<file path="src/rtl/reaction_control.sv">
// reaction_control: sequencing FSM for the reaction-time game; debounces the button,
//   drives the datapath strobes, detects false starts and no-response timeouts.
// Latency: raw button edge -> press event = 2 + DEBOUNCE_CYC + 1 cycles, state moves next edge.
// Backpressure: none; all inputs are levels sampled every cycle, all outputs registered.
// Ports:
//   clk, iReset (async, active-high)      iButton (raw, async), iCountComplete (level)
//   oStart_down_count / oStart_up_count    held START_HOLD cycles after ARM / GO entry
//   oLoad_score (1-cycle pulse)           oScreen: 0 idle, 1 wait, 2 go, 3 result
//   oFalse_start (FALSE state)            oTimeout (RESULT reached by timeout)
module reaction_control #(
  parameter int CLK_PER_MS   = 50000,
  parameter int TIMEOUT_MS   = 4000,
  parameter int START_HOLD   = 64,
  parameter int DEBOUNCE_CYC = 16
) (
  input  logic       clk,
  input  logic       iReset,
  input  logic       iButton,
  input  logic       iCountComplete,
  output logic       oStart_down_count,
  output logic       oStart_up_count,
  output logic       oLoad_score,
  output logic [1:0] oScreen,
  output logic       oFalse_start,
  output logic       oTimeout
);

  localparam int DB_W   = $clog2(DEBOUNCE_CYC + 1);
  localparam int PRE_W  = $clog2(CLK_PER_MS + 1);
  localparam int MS_W   = $clog2(TIMEOUT_MS + 1);
  localparam int HOLD_W = $clog2(START_HOLD + 1);

  typedef enum logic [2:0] {
    S_IDLE, S_ARM, S_WAIT, S_GO, S_LOAD, S_RESULT, S_FALSE
  } state_t;

  state_t            r_state;
  logic              r_sync1, r_sync2;
  logic [DB_W-1:0]   r_db_cnt;
  logic              r_btn_lvl, r_btn_lvl_d, r_press;
  logic [PRE_W-1:0]  r_pre;
  logic [MS_W-1:0]   r_ms;
  logic [HOLD_W-1:0] r_hold;
  logic              r_down, r_up, r_load, r_false, r_timeout;
  logic [1:0]        r_screen;

  logic w_btn_diff, w_pre_wrap, w_timeout;

  assign w_btn_diff = r_sync2 ^ r_btn_lvl;
  assign w_pre_wrap = (r_pre == PRE_W'(CLK_PER_MS - 1));
  // Fires on the edge where the ms counter steps onto TIMEOUT_MS, so the
  // LOAD edge lands exactly TIMEOUT_MS*CLK_PER_MS cycles after GO entry.
  assign w_timeout  = w_pre_wrap && (r_ms == MS_W'(TIMEOUT_MS - 1));

  // Button: synchronizer, debounce, rising-edge press pulse.
  always_ff @(posedge clk or posedge iReset) begin
    if (iReset) begin
      r_sync1     <= 1'b0;
      r_sync2     <= 1'b0;
      r_db_cnt    <= '0;
      r_btn_lvl   <= 1'b0;
      r_btn_lvl_d <= 1'b0;
      r_press     <= 1'b0;
    end else begin
      r_sync1 <= iButton;
      r_sync2 <= r_sync1;
      if (!w_btn_diff) begin
        r_db_cnt <= '0;
      end else if (r_db_cnt == DB_W'(DEBOUNCE_CYC - 1)) begin
        r_db_cnt  <= '0;
        r_btn_lvl <= ~r_btn_lvl;
      end else begin
        r_db_cnt <= r_db_cnt + 1'b1;
      end
      r_btn_lvl_d <= r_btn_lvl;
      r_press     <= r_btn_lvl & ~r_btn_lvl_d;
    end
  end

  // ms timer: prescaler + saturating ms counter, both parked at 0 outside GO.
  always_ff @(posedge clk or posedge iReset) begin
    if (iReset) begin
      r_pre <= '0;
      r_ms  <= '0;
    end else if (r_state == S_GO) begin
      r_pre <= w_pre_wrap ? '0 : r_pre + 1'b1;
      if (w_pre_wrap && (r_ms != MS_W'(TIMEOUT_MS)))
        r_ms <= r_ms + 1'b1;
    end else begin
      r_pre <= '0;
      r_ms  <= '0;
    end
  end

  // Game FSM with registered outputs.
  always_ff @(posedge clk or posedge iReset) begin
    if (iReset) begin
      r_state   <= S_IDLE;
      r_hold    <= '0;
      r_down    <= 1'b0;
      r_up      <= 1'b0;
      r_load    <= 1'b0;
      r_false   <= 1'b0;
      r_timeout <= 1'b0;
      r_screen  <= 2'd0;
    end else begin
      r_load <= 1'b0;
      case (r_state)
        S_IDLE: if (r_press) begin
          r_state  <= S_ARM;
          r_screen <= 2'd1;
          r_hold   <= '0;
        end
        S_ARM: begin
          // iCountComplete is deliberately not looked at here: the datapath
          // may still show zero before it has seen the reload.
          if (r_press) begin
            r_state  <= S_FALSE;
            r_screen <= 2'd3;
            r_false  <= 1'b1;
            r_down   <= 1'b0;
          end else if (r_hold == HOLD_W'(START_HOLD)) begin
            r_state <= S_WAIT;
            r_down  <= 1'b0;
          end else begin
            r_hold <= r_hold + 1'b1;
            r_down <= 1'b1;
          end
        end
        S_WAIT: begin
          if (r_press) begin
            r_state  <= S_FALSE;
            r_screen <= 2'd3;
            r_false  <= 1'b1;
          end else if (iCountComplete) begin
            r_state  <= S_GO;
            r_screen <= 2'd2;
            r_hold   <= '0;
          end
        end
        S_GO: begin
          if (r_press || w_timeout) begin
            r_state   <= S_LOAD;
            r_screen  <= 2'd3;
            r_up      <= 1'b0;
            r_load    <= 1'b1;
            r_timeout <= ~r_press; // a coincident press is a valid reaction
          end else if (r_hold != HOLD_W'(START_HOLD)) begin
            r_hold <= r_hold + 1'b1;
            r_up   <= 1'b1;
          end else begin
            r_up <= 1'b0;
          end
        end
        S_LOAD: r_state <= S_RESULT;
        S_RESULT: if (r_press) begin
          r_state   <= S_IDLE;
          r_screen  <= 2'd0;
          r_timeout <= 1'b0;
        end
        S_FALSE: if (r_press) begin
          r_state  <= S_IDLE;
          r_screen <= 2'd0;
          r_false  <= 1'b0;
        end
        default: begin
          r_state  <= S_IDLE;
          r_screen <= 2'd0;
        end
      endcase
    end
  end

  assign oStart_down_count = r_down;
  assign oStart_up_count   = r_up;
  assign oLoad_score       = r_load;
  assign oScreen           = r_screen;
  assign oFalse_start      = r_false;
  assign oTimeout          = r_timeout;

endmodule
</file>
<file path="config.mk">
export PLATFORM = sky130hd
export DESIGN_NAME = reaction_control
export DESIGN_NICKNAME = d
export VERILOG_FILES = /design/src/rtl/reaction_control.sv
export SDC_FILE = /design/constraint.sdc
export NUM_CORES = 1
export LEC_CHECK = 0
export ABC_AREA = 1
export CORE_ASPECT_RATIO = 1.2
export CORE_MARGIN = 5
export CORE_UTILIZATION = 50
export CTS_CLUSTER_SIZE = 30
export DETAILED_ROUTE_END_ITERATION = 10
export PLACE_DENSITY = 0.74
export SLEW_MARGIN = 25
export SYNTH_ARGS = -nofsm -noshare
export SYNTH_HDL_FRONTEND = slang
export SYNTH_SLANG_ARGS = --single-unit
</file>
<file path="constraint.sdc">
create_clock -name clk -period 2.8 [get_ports clk]
set_input_delay 0.42 -clock clk [delete_from_list [all_inputs] [get_ports clk]]
set_output_delay 0.42 -clock clk [all_outputs]
set_load 0.005 [all_outputs]
</file>
==> Word-level counts from Yosys, hierarchy flattened <==
Cells that the tools add are included.
{ "op_classes": {"addsub": 4, "bitwise_logic": 6, "muxes": 40, "n_eq_ne": 28, "n_reduce_logical": 15} }
{ "op_table": {"columns": ["op", "n"], "rows": [
  ["$mux W7", 7],
  ["$mux W16", 2],
  ["$pmux W7 S4", 1],
  ["$mux W12", 2],
  ["$mux W3", 7],
  ["$ne A2 B2 Y1 const B", 9],
  ["$pmux W3 S6", 1],
  ["$add A16 B1 Y16 const B", 1],
  ["$eq A16 B16 Y1 const B", 1],
  ["$add A12 B1 Y12 const B", 1],
  ["$eq A12 B12 Y1 const B", 1],
  ["$mux W2", 6],
  ["$ne A12 B12 Y1 const B", 1],
  ["$pmux W2 S6", 1],
  ["$mux W5", 2],
  ["$ne A2 B1 Y1 const B", 5],
  ["$eq A3 B3 Y1 const B", 3],
  ["$mux W1", 9],
  ["$reduce_and A8 Y1", 1],
  ["$add A7 B1 Y7 const B", 1],
  ["$eq A7 B7 Y1 const B", 1],
  ["$ne A7 B7 Y1 const B", 1],
  ["$eq A3 B2 Y1 const B", 2],
  ["$ne A3 B3 Y1 const B", 2],
  ["other kinds (17)", 25]
]} }
{ "totals": {"elab_cells": 109, "reg_bits": 55, "input_bits": 4, "out_inout_bits": 7} }

==> Depth between registers and ports, before layout <==
{ "depth": {"word_depth": 5, "ltp_mapped": 11, "ltp_nobuf": 11} }

==> Least setup slack after synthesis <==
No wires, ideal clock.
{ "synth_timing": {"path_kind": "reg-to-reg", "startpoint": "register r_pre[0]", "endpoint": "register r_ms[8]", "n_path_buf": 1, "period_less_slack_ps": 1536, "setup_ps": 117, "required_ps": 2683, "path_slack_ps": 1264, "arrival_ps": 1419, "stages_incl_launch_ff": 12, "path_cell_list": "dfrtp_1 -> ha_1 -> nand2_1 -> nor2_4 -> inv_1 -> nor3_2 -> nand2_1 -> nand2_1 -> buf_4 -> inv_2 -> nand2_1 -> nand2_1"} }
{ "synth_between": {"elab_chain_cells": 3} }
{ "synth_rtl": {"columns": ["element", "line", "text"], "rows": [
  ["from (decl)", "41", "logic [PRE_W-1:0] r_pre;"],
  ["from (signal assigned)", "86", "r_pre <= w_pre_wrap ? '0 : r_pre + 1'b1;"],
  ["$eq A16 B16 Y1", "50", "assign w_pre_wrap = (r_pre == PRE_W'(CLK_PER_MS - 1));"],
  ["$logic_and A1 B1 Y1", "87", "if (w_pre_wrap && (r_ms != MS_W'(TIMEOUT_MS)))"],
  ["$ne A2 B1 Y1 (no source line)", null, null],
  ["to (signal assigned)", "88", "r_ms <= r_ms + 1'b1;"],
  ["to (decl)", "42", "logic [MS_W-1:0] r_ms;"]
]} }
Every way passes these cells.
A chain may end at the register's enable or synchronous reset.

==> Worst setup path after layout <==
{ "layout_timing": {"startpoint": "register r_pre[0]", "endpoint": "register r_ms[9]"} }
The elaborated chain is that of the path after synthesis.

==> results.yml <==
clocking:
  clkSlewWorstSetupHoldPaths_ns: 0.11
  cts_hold_buf: 0
  cts_buffers: 5
  htree_num_levels: 2
  clock-root-buffer: "clkbuf_8"
  clock_latency_ns: 0.32
  ctsLongestPathBuffers: 2
  cts_num_sinks: 55
  cts_tree: "yes"
  post_cts_buffers: 0
  ctsResizeCount: 0
cells_and_area:
  final-instance-count-excl-fill: 496
  final_cell_mix: "103 x nand2_1, 64 x nor2_1, 55 x dfrtp_1"
  nets: 423
  multi_input_area_um2: 1455
  drive_gt1_frac: 0.07729
  fill_cells: 589
  final_common_cell: "nand2_1"
  area_delta_synth_final_pct: 9.200
  antenna_cells: 0
  finish.utilization: 0.5545
  seqCellArea_um2: 1376
  stdcell_area_um2: 3312
grt:
  grt_most_used_layer: "met2"
  grt_overflow: 0
  grt_use_met2: 0.2801
  antenna_found_initial: 0
  grt_max_degree: 56
  grt_pass1_wl_um: 10310
  grt_pass1_vias: 2380
  grt_use_total: 0.1692
  gr-usage-met1: 0.2208
  grtUsageMet3: 0.03214
synth:
  syn_area_um2: 3033
  ys_seq_area_frac: 0.4538
  synth_warnings: 0
  synth_cell_types: 32
  synth_fp_nets: 409
  ys_seq_elements: 55
  postSynthAreaPerCell_um2: 7.601
  syn_inst: 399
worst_setup_path:
  critPathBufInv: 2
  crit_arrival_ns: 2.18
  cp_num_cells: 10
  crit_top_cell: "nand2_1"
  reg2regPathDepth: 10
  crit_type: "reg -> reg"
  crit_slowest_cell: "nand2_1"
  cp_slowest_stage_delay_ns: 0.44
  cp_max_fo: 20
  end_kind: "flip-flop"
  start_kind: "flip-flop"
  crit_chain: "ha_1, nand2_1, nor2_4, inv_1, nor3_2, nand2_1, nand2_1, inv_2, nand2_1, nand2_1"
  path_delay_family: "simple AND/OR/NAND/NOR gates"
  crit_required_ns: 3.01
drt:
  via_count: 2516
  drtIter0Drc: 102
  wl_um: 5746
  ant_nets: 0
  wl_per_cell_um: 11.58
  viasPerCell: 5.073
  drt_pass1_iterations: 4
  drc: 0
sta:
  fmax_ghz: 0.5072
  slew_headroom: 0.5514
  tns_ns: 0
  drv_slew: 0
  rsz0062_at_grt: "false"
  fin_crit_sh: 0.7041
  hold_viol_final: 0
  finalSetupViolCount: 0
  worstMarginPinSlew_ns: 0.6730
  min_period_ns: 1.971
  finalClockSkew_ns: 0.01054
floorplanning:
  initial_core_util: 0.5078
  die_h_um: 95.32
  fp.dieW_um: 81.10
  rows: 31
  coreArea_um2: 5973
  dieArea_um2: 7730
  boundaryPins: 11
flow_run:
  maxCapViolCount: 0
worst_hold_path:
  hold_path.class: "reg -> reg"
  hold_depth: 0
placement:
  routabilityCongestion: 0.8385
  place_area_um2: 3218
  placed_cells: 488
  port_buffers: 10
  dp_hpwl_um: 4190
power:
  power_per_cell_area_nw_per_um2: 675.8
  peakVddDrop_uv: 446.1
  p_leak_nw: 1.468
run_status:
  outcome: "finished, final reports clean"
-- area by class of cell --
| class | count | area share |
|---|---|---|
| tap | 82 | 0.03098 |
| inverter | 47 | 0.05327 |
| timing repair buffer | 11 | 0.03249 |
| clock buffer | 5 | 0.02078 |
| clock inverter | 3 | 0.007556 |
| multi-input combinational | 293 | 0.4394 |
| sequential | 55 | 0.4156 |
-- power breakdown --
part | internal (W) | switching [W] | total, W
Clock | 0.000183 | 0.000283 | 0.000467
Sequential | 0.000881 | 0.0000802 | 0.000961
Combinational | 0.000276 | 0.000535 | 0.000810
-- state kept, by name, indices dropped and copies added (netlist names) --
signal,cells
r_ms,12
oStart_down_count,1
r_sync2,1
oScreen,2
r_db_cnt,5
oStart_up_count,1
r_state,3
oFalse_start,1
oTimeout,1
r_btn_lvl,1
oLoad_score,1
r_hold,7
r_sync1,1
r_btn_lvl_d,1
r_pre,16
r_press,1
-- per-stage QoR --
stage / total power (W) / worst slack (ns) / hold WS [ns]
2_1_floorplan: 0.001581 / 1.037 / 0.3312
3_3_place_gp: 0.001776 / 0.9211 / 0.3401
3_5_place_dp: 0.001786 / 0.8327 / 0.3492
4_1_cts: 0.002257 / 0.8095 / 0.3742
5_1_grt: 0.002423 / 0.5668 / 0.3902
6_report: 0.002238 / 0.8285 / 0.3702
-- path summary, 6_finish.rpt --
check / startpoint / end / slack, ns
max: r_pre[0] / r_ms[9] / 0.83
max in group asynchronous: iReset / r_pre[4] / 1.75
min: r_sync1 / r_sync2 / 0.37
min reg2reg: r_sync1 / r_sync2 / 0.37
min in group asynchronous: iReset / oTimeout / 0.60
max reg2reg: r_pre[0] / r_ms[9] / 0.83
-- cells in the mapped netlist (all sizes together) --
cell	instances	area, um2
nand2	109	424.2
nor2	67	269.0
dfrtp	55	1376
inv	47	176.4
nand3	29	155.2
nor3	18	106.4
o21ai	17	88.84
xor2	13	113.9
nand4	12	75.07
a21oi	7	35.03
ha	6	75.07
buf	4	25.02
nor3b	3	22.52
a211oi	2	15.01
a31oi	2	12.51
xnor2	2	17.52
a31o	1	8.760
and3	1	6.260
nand3b	1	7.510
o21a	1	7.510
o21bai	1	7.510
o31ai	1	7.510
-- cells by family after synthesis --
| group | share of synthesized area |
|---|---|
| flops | 0.4538 |
| fa+ha+maj | 0.02475 |
| simple gates | 0.3515 |
| compound gates | 0.06023 |
| buf+inv | 0.06642 |
| xor+xnor | 0.04332 |
-- per-layer routing --
metal	wire length (um)	share of wire
met1	2678	0.47
met5	0	0
met4	78	0.014
met3	114	0.020
met2	2875	0.50
No activity file was read; power rests on OpenSTA's default activity.
